File: src/rtl/sprite_animator.sv
// Animated sprite renderer: box test, frame-ROM addressing, multi-action frame
// sequencing and ROM-latency alignment, with tear-free position latching.
module sprite_animator #(
   parameter int              SPR_W     = 31,
   parameter int              SPR_H     = 23,
   parameter int              N_ACT     = 4,
   parameter int              N_FRM     = 4,
   parameter int              ROM_LAT   = 1,
   parameter int              ADDR_W    = 14,
   parameter logic [11:0]     KEY_RGB   = 12'hFFF,
   parameter logic [N_ACT-1:0] LOOP_MASK = '1,
   localparam int             ACT_W     = (N_ACT > 1) ? $clog2(N_ACT) : 1,
   localparam int             FRM_W     = (N_FRM > 1) ? $clog2(N_FRM) : 1
) (
   input  logic              clk,
   input  logic              rst,
   input  logic              frame_tick,
   input  logic [9:0]        col,
   input  logic [9:0]        row,
   input  logic [9:0]        pos_x,
   input  logic [9:0]        pos_y,
   input  logic              dir,
   input  logic [ACT_W-1:0]  action,
   output logic [ADDR_W-1:0] rom_addr,
   input  logic [11:0]       rom_data,
   output logic              is_sprite,
   output logic [11:0]       sprite_rgb,
   output logic              anim_done
);

   localparam logic [9:0]       W_LIM    = 10'(SPR_W);
   localparam logic [9:0]       H_LIM    = 10'(SPR_H);
   localparam logic [9:0]       W_LAST   = 10'(SPR_W - 1);
   localparam logic [FRM_W-1:0] LAST_FRM = FRM_W'(N_FRM - 1);

   logic             frame_start;
   logic [ACT_W-1:0] action_ok;
   logic [ACT_W-1:0] eff_act;

   // Shadow copies of the object state, refreshed only at frame start.
   logic             sh_valid;
   logic [9:0]       sh_x;
   logic [9:0]       sh_y;
   logic             sh_dir;
   logic [ACT_W-1:0] sh_act;

   logic [FRM_W-1:0] frame;
   logic [FRM_W-1:0] frame_inc;
   logic [ACT_W-1:0] prev_act;

   logic [9:0]       dx;
   logic [9:0]       dy;
   logic [9:0]       ax;
   logic             in_box;
   logic [31:0]      addr_full;

   logic               box_s0;
   logic [ROM_LAT-1:0] box_pipe;
   logic               box_d;

   assign frame_start = (col == 10'd0) && (row == 10'd0);
   assign action_ok   = (32'(action) < 32'(N_ACT)) ? action : '0;
   // A tick landing on the latch cycle must see the action being latched now.
   assign eff_act     = frame_start ? action_ok : sh_act;
   assign frame_inc   = frame + FRM_W'(1);
   assign box_d       = box_pipe[ROM_LAT-1];

   // NOTE: all state below uses non-blocking assignments so every register
   // samples pre-edge values; blocking here would create order-dependent races.
   always_ff @(posedge clk or posedge rst) begin
      if (rst) begin
         sh_valid <= 1'b0;
         sh_x     <= '0;
         sh_y     <= '0;
         sh_dir   <= 1'b1;
         sh_act   <= '0;
      end else if (frame_start) begin
         sh_valid <= 1'b1;
         sh_x     <= pos_x;
         sh_y     <= pos_y;
         sh_dir   <= dir;
         sh_act   <= action_ok;
      end
   end

   always_ff @(posedge clk or posedge rst) begin
      if (rst) begin
         frame     <= '0;
         prev_act  <= '0;
         anim_done <= 1'b0;
      end else if (frame_tick) begin
         prev_act <= eff_act;
         if (eff_act != prev_act) begin
            frame     <= '0;
            anim_done <= 1'b0;
         end else if (frame == LAST_FRM) begin
            if (LOOP_MASK[eff_act]) frame <= '0;
            else                    anim_done <= 1'b1;
         end else begin
            frame <= frame_inc;
            if (!LOOP_MASK[eff_act] && (frame_inc == LAST_FRM)) anim_done <= 1'b1;
         end
      end
   end

   // Offsets wrap mod 1024, so pixels left of / above the box fail the compare.
   always_comb begin
      dx        = col - sh_x;
      dy        = row - sh_y;
      in_box    = sh_valid && (dx < W_LIM) && (dy < H_LIM);
      ax        = sh_dir ? dx : (W_LAST - dx);
      addr_full = 32'(ax) + 32'(dy) * 32'(SPR_W)
                + (32'(sh_act) * 32'(N_FRM) + 32'(frame)) * 32'(SPR_W * SPR_H);
   end

   always_ff @(posedge clk or posedge rst) begin
      if (rst) begin
         rom_addr <= '0;
         box_s0   <= 1'b0;
         box_pipe <= '0;
      end else begin
         rom_addr    <= in_box ? addr_full[ADDR_W-1:0] : '0;
         box_s0      <= in_box;
         box_pipe[0] <= box_s0;
         for (int i = 1; i < ROM_LAT; i++) box_pipe[i] <= box_pipe[i-1];
      end
   end

   always_ff @(posedge clk or posedge rst) begin
      if (rst) begin
         sprite_rgb <= KEY_RGB;
         is_sprite  <= 1'b0;
      end else begin
         sprite_rgb <= box_d ? rom_data : KEY_RGB;
         is_sprite  <= box_d && (rom_data != KEY_RGB);
      end
   end

endmodule

File: config.mk
export PLATFORM = sky130hd
export DESIGN_NAME = sprite_animator
export DESIGN_NICKNAME = d
export VERILOG_FILES = /design/src/rtl/sprite_animator.sv
export SDC_FILE = /design/constraint.sdc
export NUM_CORES = 1
export LEC_CHECK = 0
export ABC_AREA = 1
export BUFFER_PORTS_ARGS = -buffer_cell sky130_fd_sc_hd__buf_2
export CORE_UTILIZATION = 30
export DETAILED_ROUTE_END_ITERATION = 8
export GPL_TIMING_DRIVEN = 1
export HOLD_SLACK_MARGIN = 0.1
export PLACE_DENSITY = 0.44
export SLEW_MARGIN = 20
export SYNTH_ARGS = -nofsm -noshare
export SYNTH_HDL_FRONTEND = slang
export SYNTH_SLANG_ARGS = --single-unit
File: constraint.sdc
create_clock -name clk -period 19 [get_ports clk]
set_clock_uncertainty 0.15 [all_clocks]
set_input_delay 0.95 -clock clk [delete_from_list [all_inputs] [get_ports clk]]
set_output_delay 0.95 -clock clk [all_outputs]
set_load 0.005 [all_outputs]
==> impl.org <==
** Routing
- Starting DRC count in detailed routing :: 101
- Number of antenna-violating nets in the routed design :: 0
- Ratio of routed vias to standard cells :: roughly 4.2
- The detailed router placed approximately 4500 vias in this run.
- In the routed design, unresolved DRC markers number 0.
- After detailed routing, the average wire length per cell comes to 11.9 um.
- The routed design has 12.8 mm of wire.
- Pre-Repair DR Iteration Count :: 4

** Critical path
- Required arrival time at the worst endpoint :: 19070 ps
- Kind of end point of the critical path :: flop
- Worst Setup Path Type :: primary input to flop
- The setup check on the worst reg-to-reg path leaves a slack of 12590 ps.
- Source of the worst register-to-register timing path :: sh_y[0]$_DFFE_PP0P_
- Measured in cells, the most critical reg-to-reg path has a length of 25.
- Nature of the critical path startpoint :: primary input
- In this run the worst path has a maximum fanout of 6.
- Critical Path Source :: row[0]
- Arrival time at the worst endpoint :: approximately 6900 ps
- Endpoint of the lowest-slack register-to-register path :: rom_addr[12]$_DFF_PP0_

** Hold path
- The worst hold path begins at box_s0$_DFF_PP0_.
- Along the worst hold path, the cell count comes to 0.
- Capture endpoint of the worst hold path :: box_d$_DFF_PP0_
- The min-delay analysis places its worst path in the category flop to flop.

** STA
- The count of final hold-check violations was 0.
- Final sum of negative setup slack :: 0 ps
- Setup repair after global routing left no endpoint under its margin.
- Tcrit/Tclk final :: a little over a third
- For the finished layout, the period the worst path requires is between 6000 and 7000 ps.
- Final Max Slew Viols :: 0
- At the pin with the least slew margin, the transition time is a little under 800 ps.
- Fmax :: ~150 MHz
- Max-slew headroom at the worst pin :: a little under half
- Setup violations remaining at the end of the flow were counted as 0.

** Power and ir drop
- For this design the static power due to leakage is slightly below 4 nW.
- Cell Int Power :: 513 uW
- Power spread over the standard cell area amounts to 148 nW/um2.
- Sw frac :: 50.8%
- Net Switching :: ~530 uW
- The clock network burns between 10% and 20% of the power.
- VDD sags by at most 82.9 uV.
- After layout, the design draws a total of ~1.0 mW.
- Part of the total power dissipated in sequential elements :: between 10% and 20%
- The share of total power dissipated in combinational logic is 71.5%.

** Place
- Dpl cells :: 1054
- Detailed placement ended at an HPWL of 10.8 mm.
- RePlAce Congestion :: roughly 0.79
- Count of input and output buffers :: 85

** Global routing
- Entering global routing, the biggest net connects between 50 and 60 pins.
- The initial antenna violation count is 0.
- Global routing finished with a remaining overflow of 0.
- Global-route wire length before repair :: ~22 mm
- For this run, the total global-route usage over all layers was measured as about 14%.
- Number of global-route vias before repair :: between 4000 and 5000

** Layout
- Area growth from synthesis to final layout :: 17.1%
- The filler cells instantiated in the layout total 2080.
- Final Instance Count excl. Fillers :: approximately 1100
- Diodes inserted :: 0
- After the last flow step, the layout net total stands at ~1000.
- Sequential Area :: approximately 1500 um2
- Leading cell types in the layout, fill and taps excluded :: 182 x sky130_fd_sc_hd__inv_1, 100 x sky130_fd_sc_hd__nand2_1, 85 x sky130_fd_sc_hd__buf_2
- Share of post-route cells with drive strength above 1 :: roughly a fifth
- Summing all multi-input logic gate instances after layout gives 3790 um2.
- Most common cell after layout, fill and taps aside :: sky130_fd_sc_hd__inv_1

** Yosys
- Number of enable flip-flop cells after synthesis :: 0
- Yosys mapped the design onto 40 distinct sky130hd cell types.
- Cell area after synthesis :: approximately 6000 um2
- During synthesis, Yosys emitted a total of 0 warnings.
- After synthesis the netlist holds a flip-flop and latch count of slightly below 60.
- The number of nets handed over by synthesis was approximately 890.
- After synthesis, the mean cell area works out to approximately 8.5 um2.
- sky130_fd_sc_hd__dfrtp_1 takes more of the synthesized area than any other cell.
- In the synthesized netlist the dominant register cell turns out to be sky130_fd_sc_hd__dfrtp_1.
- Synthesized netlist cell count :: around 700
- Proportion of netlist area held by the largest area contributor :: approximately a fifth
- Summing the sequential cell areas from Yosys gives ~24% of the chip area.
- Ranking of synthesized cells by area :: sky130_fd_sc_hd__dfrtp_1 19%, sky130_fd_sc_hd__fa_1 16%, sky130_fd_sc_hd__ha_1 16%
- Of all flip-flops after synthesis, the portion carrying an async set or reset was 100%.

** Floorplan
- In this run the standard cell core region covers between 15000 and 20000 um2.
- Effective utilization at floorplan :: slightly above 30%
- DIE WIDTH :: 144 um
- The floorplan step defined a die boundary enclosing around 21000 um2.
- Die height :: approximately 140 um
- Row count :: 51
- Num ports :: 86

** Clocking
- Worst-path clk slew :: about 60 ps
- The H-tree was split into 3 levels.
- Number of sinks on the clock net :: 58
- Post-CTS setup buffers :: 0
- Clock Latency Late Sink :: 340 ps
- TritonCTS built the clock tree.
- No sink is reached through more buffers than the 2 on the longest clock path.
- Gates resized, CTS repair :: 0
- Hold-fix buffers at CTS :: 0
- CTS buffer count :: 9
- Clock Tree Root :: sky130_fd_sc_hd__clkbuf_16

** Job
- Number of maximum-capacitance constraint violations :: 0

** Run status
- The run finished with clean final reports.
synthesized netlist by cell type (8+ instances only):
| cell type | instances |
|---|---|
| sky130_fd_sc_hd__inv_1 | 183 |
| sky130_fd_sc_hd__nand2_1 | 100 |
| sky130_fd_sc_hd__ha_1 | 76 |
| sky130_fd_sc_hd__nor2_1 | 51 |
| sky130_fd_sc_hd__fa_1 | 49 |
| sky130_fd_sc_hd__dfrtp_1 | 45 |
| sky130_fd_sc_hd__a21oi_1 | 37 |
| sky130_fd_sc_hd__xor2_1 | 28 |
| sky130_fd_sc_hd__nand3_1 | 24 |
| sky130_fd_sc_hd__dfstp_2 | 13 |
| sky130_fd_sc_hd__nor2_4 | 12 |
| sky130_fd_sc_hd__o21ai_0 | 10 |
| sky130_fd_sc_hd__nand4_1 | 9 |
| sky130_fd_sc_hd__nand2_2 | 8 |
routing by layer:
metal	vias up	track usage, %	part of all wire, %
met1	2004	18.1	51
met4	0	3.02	0.89
met5	-	0	0
met3	10	3.07	4.1
li1	2341	-	-
met2	96	23.2	44
power by group through the flow:
| stage | logic [mW] | registers [mW] | clock network (mW) |
|---|---|---|---|
| 3_5_place_dp | 0.759 | 0.133 | 0 |
| 5_1_grt | 0.868 | 0.131 | 0.179 |
| 4_1_cts | 0.765 | 0.131 | 0.173 |
| 2_1_floorplan | 0.623 | 0.131 | 0 |
| 6_report | 0.746 | 0.131 | 0.166 |
| 3_3_place_gp | 0.768 | 0.133 | 0 |
cell type report:
class | count | share of cell area, %
Multi-Input combinational cell | 457 | 53.8
Sequential cell | 58 | 20.8
Inverter | 187 | 10.0
Timing Repair Buffer | 87 | 6.25
Tap cell | 265 | 4.71
Clock buffer | 11 | 3.91
Clock inverter | 5 | 0.479
state kept, by name, indices dropped and copies added, names as in the netlist, 2 cells and up:
signal / cells
sprite_rgb: 12
sh_act: 2
frame: 2
rom_addr: 14
sh_x: 10
prev_act: 2
sh_y: 10
kinds of logic (layout without fill, tap and decap cells):
family                   after synthesis  in the layout  share of synthesized area, %
AO/OA/AOI/OAI                         67             67                          6.43
XOR/XNOR                              36             36                          5.49
adder cells (fa/ha/maj)              125            125                          32.1
buffers and inverters                195            290                          12.6
flip-flops                            58             58                          24.4
multiplexers                           4              4                         0.749
AND/OR/NAND/NOR                      225            225                          18.2
worst max-delay path: stages:
cell,delay (ps)
sky130_fd_sc_hd__buf_2,110
sky130_fd_sc_hd__inv_1,50
sky130_fd_sc_hd__ha_1,130
sky130_fd_sc_hd__inv_1,70
sky130_fd_sc_hd__fa_1,390
sky130_fd_sc_hd__nand3_1,100
sky130_fd_sc_hd__nand2_1,120
sky130_fd_sc_hd__nand2_1,90
sky130_fd_sc_hd__o311ai_0,140
sky130_fd_sc_hd__xor2_1,490
sky130_fd_sc_hd__inv_1,200
sky130_fd_sc_hd__fa_1,570
sky130_fd_sc_hd__inv_1,50
sky130_fd_sc_hd__fa_1,490
sky130_fd_sc_hd__inv_1,60
sky130_fd_sc_hd__fa_1,540
sky130_fd_sc_hd__inv_1,60
sky130_fd_sc_hd__fa_1,510
sky130_fd_sc_hd__fa_1,540
sky130_fd_sc_hd__inv_1,40
sky130_fd_sc_hd__ha_1,350
sky130_fd_sc_hd__inv_1,60
sky130_fd_sc_hd__nor3_1,240
sky130_fd_sc_hd__nand3_1,110
sky130_fd_sc_hd__nand4_1,110
sky130_fd_sc_hd__xor2_1,240
sky130_fd_sc_hd__nor2_4,60
stage by stage:
step / utilization, % / setup slack, ps / instance area, um2 / hold slack [ps]
finish: 36.0 / 12190 / 7050 / 201
global route: 36.0 / 11740 / 7050 / 202
CTS: 36.0 / 12130 / 7050 / 202
detailed placement: 34.4 / 11780 / 6740 / 188
global placement: 34.4 / 11880 / 6740 / 182
floorplan: - / 12310 / 6020 / 181
how the worst max path moves through the flow:
stage | to | slack, ps | cells past startpoint
5_1_grt | rom_addr[12]$_DFF_PP0_ | 11740 | 27
2_1_floorplan | rom_addr[12]$_DFF_PP0_ | 12310 | 26
3_3_place_gp | rom_addr[12]$_DFF_PP0_ | 11880 | 27
6_report | rom_addr[12]$_DFF_PP0_ | 12190 | 27
4_1_cts | rom_addr[12]$_DFF_PP0_ | 12130 | 27
3_5_place_dp | rom_addr[12]$_DFF_PP0_ | 11780 | 27
(Power assumes the default switching activity.)
